<file path="src/rtl/lampFPU_pkg.sv">
// rtl/lampFPU_pkg.sv - shared LAMP float constants, result type and rounding helper
package lampFPU_pkg;

   localparam int LAMP_FLOAT_E_DW = 8;
   localparam int LAMP_FLOAT_F_DW = 7;

   // Exponent/fraction pattern of infinity: all-ones exponent, zero fraction
   localparam logic [LAMP_FLOAT_E_DW+LAMP_FLOAT_F_DW-1:0] INF_E_F =
      {{LAMP_FLOAT_E_DW{1'b1}}, {LAMP_FLOAT_F_DW{1'b0}}};

   typedef struct packed {
      logic                       s;
      logic [LAMP_FLOAT_E_DW-1:0] e;
      logic [LAMP_FLOAT_F_DW-1:0] f;
   } lampFloat_t;

   // Round-to-nearest-even increment decision from lsb, guard and sticky
   function automatic logic FUNC_rndNearestEven(input logic lsb, input logic g, input logic st);
      return g & (st | lsb);
   endfunction

endpackage

</file>
<file path="src/rtl/lampfpu_res_fifo.sv">
// rtl/lampfpu_res_fifo.sv - DEPTH x WIDTH result FIFO with push/pop/flush and fill count
module lampfpu_res_fifo #(
   parameter int DEPTH = 2,
   parameter int WIDTH = 16
)(
   input  logic                     clk,
   input  logic                     rst,
   input  logic                     push,
   input  logic [WIDTH-1:0]         pushData,
   input  logic                     pop,
   input  logic                     flush,
   output logic [WIDTH-1:0]         popData,
   output logic [$clog2(DEPTH):0]   count,
   output logic                     full,
   output logic                     empty
);

   localparam int PTR_W = $clog2(DEPTH);
   localparam int CNT_W = PTR_W + 1;

   logic [WIDTH-1:0] mem [DEPTH];
   logic [PTR_W-1:0] rdPtr;
   logic [PTR_W-1:0] wrPtr;
   logic             doPush;
   logic             doPop;

   assign empty   = (count == '0);
   assign full    = (count == CNT_W'(DEPTH));
   assign doPop   = pop & ~empty;
   // A pop in the same cycle frees the head slot, so a full FIFO can still accept
   assign doPush  = push & (~full | doPop);
   assign popData = mem[rdPtr];

   // Pointer and fill-count bookkeeping; flush wins over push/pop
   always_ff @(posedge clk or posedge rst) begin
      if (rst) begin
         rdPtr <= '0;
         wrPtr <= '0;
         count <= '0;
      end else if (flush) begin
         rdPtr <= '0;
         wrPtr <= '0;
         count <= '0;
      end else begin
         if (doPush) wrPtr <= wrPtr + 1'b1;
         if (doPop)  rdPtr <= rdPtr + 1'b1;
         count <= count + CNT_W'(doPush) - CNT_W'(doPop);
      end
   end

   // Entry storage; when full, wrPtr equals rdPtr so push+pop overwrites the departing head
   always_ff @(posedge clk) begin
      if (doPush & ~flush) mem[wrPtr] <= pushData;
   end

endmodule

</file>
<file path="src/rtl/lampfpu_sqrt_rndpack.sv">
// rtl/lampfpu_sqrt_rndpack.sv - sqrt result round-to-nearest-even, pack and buffer; option macro LAMP_SQRT_RND_FLAGS_EN
module lampfpu_sqrt_rndpack
   import lampFPU_pkg::*;
#(
   parameter int E_DW  = LAMP_FLOAT_E_DW,
   parameter int F_DW  = LAMP_FLOAT_F_DW,
   parameter int DEPTH = 2
)(
   input  logic                 clk,
   input  logic                 rst,
   input  logic                 valid_i,
   input  logic                 s_i,
   input  logic [E_DW-1:0]      e_i,
   input  logic [F_DW+4:0]      f_i,
   input  logic                 isToRound_i,
   input  logic                 flush_i,
   output logic [E_DW+F_DW:0]   res_o,
   output logic                 valid_o,
   input  logic                 ready_i,
   output logic                 busy_o,
   output logic                 overrun_o
`ifdef LAMP_SQRT_RND_FLAGS_EN
   ,
   output logic [1:0]           flags_o
`endif
);

   localparam int RES_W = 1 + E_DW + F_DW;
   localparam int CNT_W = $clog2(DEPTH) + 1;
`ifdef LAMP_SQRT_RND_FLAGS_EN
   localparam int ENT_W = RES_W + 2;
`else
   localparam int ENT_W = RES_W;
`endif

   logic             lsb;
   logic             g;
   logic             st;
   logic             rndUp;
   logic [F_DW+1:0]  m;
   logic             carry;
   logic [E_DW-1:0]  rndE;
   logic [F_DW-1:0]  rndF;
   logic             ovf;
   logic [RES_W-1:0] packedRes;
   logic [ENT_W-1:0] pushData;
   logic [ENT_W-1:0] popData;
   logic [CNT_W-1:0] count;
   logic             full;
   logic             empty;
   logic             pop;

   assign lsb   = f_i[3];
   assign g     = f_i[2];
   assign st    = f_i[1] | f_i[0];
   assign rndUp = isToRound_i & FUNC_rndNearestEven(lsb, g, st);

   // Carry bit of f_i is zero on legal input, so m[F_DW+1] flags a mantissa overflow
   assign m     = f_i[F_DW+4:3] + {{(F_DW+1){1'b0}}, rndUp};
   assign carry = m[F_DW+1];
   assign rndE  = carry ? (e_i + {{(E_DW-1){1'b0}}, 1'b1}) : e_i;
   // Renormalising shift on carry; those bits are all zero after a carry
   assign rndF  = carry ? m[F_DW:1] : m[F_DW-1:0];
   assign ovf   = isToRound_i & (&rndE);

   // Select rounded, infinity or bit-exact special value
   always_comb begin
      packedRes = {s_i, e_i, f_i[F_DW+2:3]};
      if (isToRound_i) begin
         if (ovf) packedRes = {s_i, {E_DW{1'b1}}, {F_DW{1'b0}}};
         else     packedRes = {s_i, rndE, rndF};
      end
   end

`ifdef LAMP_SQRT_RND_FLAGS_EN
   logic inexact;
   assign inexact  = isToRound_i & (g | st);
   assign pushData = {ovf, inexact, packedRes};
   assign flags_o  = empty ? 2'b00 : popData[RES_W+1:RES_W];
`else
   assign pushData = packedRes;
`endif

   assign pop = ~empty & ready_i;

   lampfpu_res_fifo #(
      .DEPTH (DEPTH),
      .WIDTH (ENT_W)
   ) uFifo (
      .clk      (clk),
      .rst      (rst),
      .push     (valid_i),
      .pushData (pushData),
      .pop      (pop),
      .flush    (flush_i),
      .popData  (popData),
      .count    (count),
      .full     (full),
      .empty    (empty)
   );

   // Sticky record of a result lost to a full FIFO with no pop
   always_ff @(posedge clk or posedge rst) begin
      if (rst)                           overrun_o <= 1'b0;
      else if (flush_i)                  overrun_o <= 1'b0;
      else if (valid_i & full & ~pop)    overrun_o <= 1'b1;
   end

   assign valid_o = ~empty;
   assign res_o   = empty ? '0 : popData[RES_W-1:0];
   assign busy_o  = (count >= CNT_W'(DEPTH - 1));

endmodule

</file>
<file path="config.mk">
export PLATFORM = sky130hd
export DESIGN_NAME = lampfpu_sqrt_rndpack
export DESIGN_NICKNAME = d
export VERILOG_FILES = /design/src/rtl/lampFPU_pkg.sv /design/src/rtl/lampfpu_res_fifo.sv /design/src/rtl/lampfpu_sqrt_rndpack.sv
export SDC_FILE = /design/constraint.sdc
export NUM_CORES = 1
export LEC_CHECK = 0
export ABC_AREA = 1
export CELL_PAD_IN_SITES_DETAIL_PLACEMENT = 1
export CELL_PAD_IN_SITES_GLOBAL_PLACEMENT = 1
export CORE_ASPECT_RATIO = 1.5
export CORE_UTILIZATION = 41
export DETAILED_ROUTE_END_ITERATION = 10
export HOLD_SLACK_MARGIN = 0.12
export MAX_ROUTING_LAYER = met4
export PLACE_DENSITY_LB_ADDON = 0.1
export RECOVER_POWER = 100
export SLEW_MARGIN = 20
export SYNTH_ARGS = -nofsm -noshare
export SYNTH_HDL_FRONTEND = slang
export SYNTH_SLANG_ARGS = --single-unit
</file>
<file path="constraint.sdc">
create_clock -name clk -period 5.8 [get_ports clk]
set_clock_uncertainty 0.2 [all_clocks]
set_input_delay 0.87 -clock clk [delete_from_list [all_inputs] [get_ports clk]]
set_output_delay 0.87 -clock clk [all_outputs]
set_load 0.005 [all_outputs]
</file>
# Word-level counts from Yosys, hierarchy flattened

Memory sizes are Yosys's and may differ from the RTL's.
Cells that the tools add are included.

Mux-type cells: 14
Multipliers: 0
Order comparisons: 1
Reduce and logical (&&, ||, !) cells: 5
Shift operators: 0
Add/subtract/negate cells: 6
Bitwise operators: 16
Divide/modulo/power cells: 0
Eq/ne operators: 1

Operators by type and width:

| kind                | count |
|---|---|
| $mux 15             | 2 |
| $mux 16             | 1 |
| $add 9x1->9         | 1 |
| $and 1x1->1         | 9 |
| $add 8x1->8 const B | 1 |
| $mux 1              | 8 |
| $mux 8              | 1 |
| $reduce_and 8->1    | 1 |
| $mux 7              | 1 |
| $reduce_bool 2->1   | 3 |
| $not 1->1           | 4 |
| $or 1x1->1          | 3 |
| $add 1x1->1 const B | 2 |
| $add 2x1->2         | 1 |
| $eq 2x2->1 const B  | 1 |
| $ge 2x1->1 const B  | 1 |
| $logic_not 2->1     | 1 |
| $mux 2              | 1 |
| $sub 2x1->2         | 1 |

Memories: 1
Bits in registers: 5
Bits in read-only memories: 0
Latch bits: 0
Output and inout port bits: 19
RAM bits: 32
Bits of input ports: 27
Logic and storage cells: 48

Memory list:

| memory    | words | width | rd ports | clocked after memory_dff | write ports | RTL line               | source |
|---|---|---|---|---|---|---|---|
| uFifo.mem | 2     | 16    | 1        | 0                        | 1           | lampfpu_res_fifo.sv:21 | `logic [WIDTH-1:0] mem [DEPTH];` |

# Logic depth before layout (Yosys ltp)

Depth in word-level cells: 10
Mapped depth: 18
Depth with buffers taken out: 16

# Modules after synthesis

A second synthesis with hierarchy kept.

Cells, all modules: 323
Area, all modules: 2,467.4 um2

By module, submodules not included:

| module               | cells an instance | instances | seq. area each (um2) | area an instance (um2) |
|---|---|---|---|---|
| lampfpu_res_fifo     | 123               | 1         | 1,061.0              | 1,432.6 |
| lampfpu_sqrt_rndpack | 200               | 1         | 25.0                 | 1,034.7 |

# Worst setup path before layout

Ideal clock, no wire load.

Kind: input to register
Start: in isToRound_i
End: mem uFifo.mem[0][3], data pin
Data arrival time: 2.609 ns
Setup time: 0.256 ns
Stages on the path: 18
Buffers on the path: 2
Setup slack: 2.735 ns
Cells stage by stage: inv_1 > buf_2 > nor2_1 > ha_1 > ha_1 > nand2_2 > nor2_8 > nand2_2 > nand2_2 > nand2_1 > buf_6 > nand2_1 > nand2_1 > nand2_2 > nor2_4 > nand2_4 > nand2_1 > nand2_1

Cells in the longest elaborated chain, start to end: 7
Elaborated cells on any way between the ends: 8

Ends and longest elaborated chain:

| element                | RTL line                   | source |
|---|---|---|
| start, declared        | lampfpu_sqrt_rndpack.sv:15 | `input logic isToRound_i,` |
| $and 1x1->1            | lampfpu_sqrt_rndpack.sv:56 | `assign rndUp = isToRound_i & FUNC_rndNearestEven(lsb, g, st);` |
| $add 9x1->9            | lampfpu_sqrt_rndpack.sv:59 | `assign m = f_i[F_DW+4:3] + {{(F_DW+1){1'b0}}, rndUp};` |
| $mux 8                 | lampfpu_sqrt_rndpack.sv:61 | `assign rndE = carry ? (e_i + {{(E_DW-1){1'b0}}, 1'b1}) : e_i;` |
| $reduce_and 8->1       | lampfpu_sqrt_rndpack.sv:64 | `assign ovf = isToRound_i & (&rndE);` |
| $and 1x1->1            | lampfpu_sqrt_rndpack.sv:64 |  |
| $mux 15                | lampfpu_sqrt_rndpack.sv:70 | `if (ovf) packedRes = {s_i, {E_DW{1'b1}}, {F_DW{1'b0}}};` |
| $mux 15 *              | lampfpu_sqrt_rndpack.sv:69 | `if (isToRound_i) begin` |
| named net packedRes[3] | lampfpu_sqrt_rndpack.sv:45 | `logic [RES_W-1:0] packedRes;` |
| end, declared          | lampfpu_res_fifo.sv:21     |  |

Mark *: on every way through the listed nets, which the timed path passes. The rest lies on a longest branch.

# Final worst setup path

Start: in isToRound_i
End: mem uFifo.mem[1][5], data pin

Same word-level chain as after synthesis.

==> flow_metrics.env <==
export IMPL_cp_end_kind="register"
export IMPL_synthTopCellsByArea="edfxtp_1 (43%), nand2_1 (14%), dfrtp_1 (5.6%), a21oi_1 (4.5%), nor2_1 (3.9%)"
export IMPL_hp_start="overrun_o"
export IMPL_synthCells=264
export IMPL_yosys_area_share_simple_pct=28.1
export IMPL_hold_viol=0
export IMPL_area_growth_pct=25.2
export IMPL_die_w_um=62.3
export IMPL_tritoncts="built"
export IMPL_syn_nets=296
export IMPL_layout_commonest_cell="nand2_1"
export IMPL_whs_path_depth=2
export IMPL_ff2ff_setup_slack_ns=3.35
export IMPL_syn_area_sq_um=2240
export IMPL_critPathLaunch="isToRound_i"
export IMPL_num_io_pins=46
export IMPL_synth_cell_types=29
export IMPL_timing_final_crit_share_pct=78.3
export IMPL_busiest_layer="met2"
export IMPL_cts_resized=0
export IMPL_globalplace_congestion=0.837
export IMPL_fin_hold_ws_ns=0.337
export IMPL_final_area_sq_um=2800
export IMPL_grt_ovfl_total=0
export IMPL_period_needed_ns=4.54
export IMPL_start_kind="input pin"
export IMPL_clk_path_buf_depth=2
export IMPL_grtUsageMet3_pct=2.96
export IMPL_antennaDiodeCount=0
export IMPL_outcome="complete, no violations"
export IMPL_power_leakage_nw=1.21
export IMPL_cap_viol_max_count=0
export IMPL_grt_pass1_wl_um=8830
export IMPL_synth_top_area_share_pct=43.0
export IMPL_synth_mux_area_share_pct=0
export IMPL_synth_top_family_by_area="simple AND/OR/NAND/NOR gates"
export IMPL_drt_pass1_iterations=4
export IMPL_slew_violations=0
export IMPL_worst_slew_pin_transition_ns=0.907
export IMPL_finalWirelength_um=5140
export IMPL_drc=0
export IMPL_rsz0062_at_grt="no"
export IMPL_synth_xor_area_share_pct=4.70
export IMPL_power_uw=851
export IMPL_peakVddDrop_mv=0.0995
export IMPL_drtIter0Drc=62
export IMPL_fmax_ghz=0.220
export IMPL_ctsHoldBuffers=0
export IMPL_slew_headroom_pct=39.5
export IMPL_cp_max_fo=17
export IMPL_layout_common_cells="nand2_1 (87), edfxtp_1 (32), nor2_1 (25)"
export IMPL_synth_fa_ha_area_share_pct=2.80
export IMPL_clkTransAtPathRegs_ns=0.07
export IMPL_hold_class="register to register"
export IMPL_ys_seq_elements=37
export IMPL_dieArea_sq_um=5760
export IMPL_crit_type="input pin to register"
export IMPL_cts_made_buffers=5
export IMPL_grt_usage_pct=20.1
export IMPL_fp_dieH_um=92.5
export IMPL_ys_warn_count=0
export IMPL_synth_area_per_cell_sq_um=8.47
export IMPL_synth_seq_area_share_pct=48.5
export IMPL_reg2reg_from="uFifo.count[1]"
export IMPL_place_hpwl_um=4050
export IMPL_cts_sinks=37
export IMPL_cellPowerDensity_nw_per_um2=304
export IMPL_cts_setup_buffers=0
export IMPL_worstSkewPairLatency_ns=0.28
export IMPL_antenna_found_initial=0
export IMPL_coreArea_sq_um=5200
export IMPL_num_fill_cells=639
export IMPL_initial_utilization_pct=43.0
export IMPL_multi_input_area_sq_um=968
export IMPL_yosysTopAreaCell="edfxtp_1"
export IMPL_post_drt_wl_per_cell_um=13.5
export IMPL_final_antenna_net_count=0
export IMPL_grt_max_degree=20
export IMPL_finalSetupViolCount=0
export IMPL_htreeDepth=2
export IMPL_register_area_sq_um=1090
export IMPL_cts_root_buf="clkbuf_8"
export IMPL_timing_rr_end="uFifo.count[1]"
export IMPL_grt_pass1_vias=1996
export IMPL_nNetsFinal=343
export IMPL_via_count=1915
export IMPL_rows=32
export IMPL_whs_endpoint="overrun_o"
export IMPL_met1_usage_pct=19.9
export IMPL_reg2reg_depth=8
export IMPL_cp_data_required_time_ns=5.64
export IMPL_drive_gt1_share_pct=5.77
export IMPL_cp_data_arrival_time_ns=4.38
export IMPL_synth_compound_area_share_pct=9.84
export IMPL_dpl_cell_area_sq_um=2750
export IMPL_use_met2_pct=38.8
export IMPL_totalNegativeSetupSlack_ns=0
export IMPL_io_buffers=45
export IMPL_viasPerCell=5.04
[through the flow]
stage	utilization, %	setup WS [ns]	std cells
after floorplan	-	2.73	264
after global placement	52.8	1.64	372
after detailed placement	52.8	1.52	372
after CTS	55.0	1.83	380
after global routing	53.8	0.897	380
final	53.8	1.26	380
[per-layer routing]
metal	up-vias	share of wire, %
met5	-	0
met4	0	1.4
met3	5	2.9
met2	37	57
met1	916	39
li1	957	-
[how the worst max path moves through the flow]
stage                 endpoint  slack, ns  cells after the start
2_1_floorplan  uFifo.mem[0][3]       2.73                     18
3_3_place_gp   uFifo.mem[0][1]       1.64                     16
3_5_place_dp   uFifo.mem[0][5]       1.52                     16
4_1_cts        uFifo.mem[1][5]       1.83                     16
5_1_grt        uFifo.mem[1][2]       0.90                     16
6_report       uFifo.mem[1][5]       1.26                     16
[critical path: stages]
cell	delay, ns
dlygate4sd3_1	0.82
inv_1	0.34
nor2_1	0.19
ha_1	0.18
ha_1	0.19
nand2_2	0.05
nor2_1	0.29
nand2_2	0.14
nand2_4	0.09
nand2_1	0.26
o21ai_0	0.41
nand2_2	0.09
nor2_1	0.19
nand2_4	0.10
nand2_1	0.08
nand2_1	0.06
[synth_stat cells]
cell type	number
ha_1	5
clkbuf_1	5
edfxtp_1	32
nand3_1	13
nand2_1	86
o21bai_1	1
inv_4	1
a31oi_1	1
inv_1	22
buf_6	2
nor2_8	1
nand4_1	1
dfrtp_1	5
nand2_4	3
o21ai_1	1
nand3b_1	1
o21ai_0	14
nor2_4	3
nor3_1	1
buf_2	1
xor2_1	6
xnor2_1	6
a21oi_1	20
o21ai_4	1
nand3_2	1
a211oi_1	1
nand2_2	6
nor2_1	23
o31ai_1	1
[layout make-up]
class / instances / area share (%)
multi-input cells: 196 / 34.6
clock inverters: 2 / 1.38
flip-flops and latches: 37 / 38.8
well taps: 68 / 3.04
inverters: 23 / 3.17
clock buffers: 6 / 2.59
repair buffers: 48 / 16.5
[kinds of logic after synthesis]
kind of cell,count (synthesis)
buffers and inverters,31
adders and majority gates,5
xor gates and xnor gates,12
AOI/OAI and AO/OA,40
DFF,37
and+or+nand+nor,139
[registers in the layout, summed over array words and instances (netlist names)]
signal	count
uFifo.mem	32
overrun_o	1
uFifo.count	2
uFifo.rdPtr	1
uFifo.wrPtr	1
[power breakdown]
part	switching, mW	internal, mW	total (mW)
logic	0.158	0.141	0.299
registers	0.0198	0.317	0.337
clock network	0.0865	0.129	0.215
No activity file was read; power rests on OpenSTA's default activity.
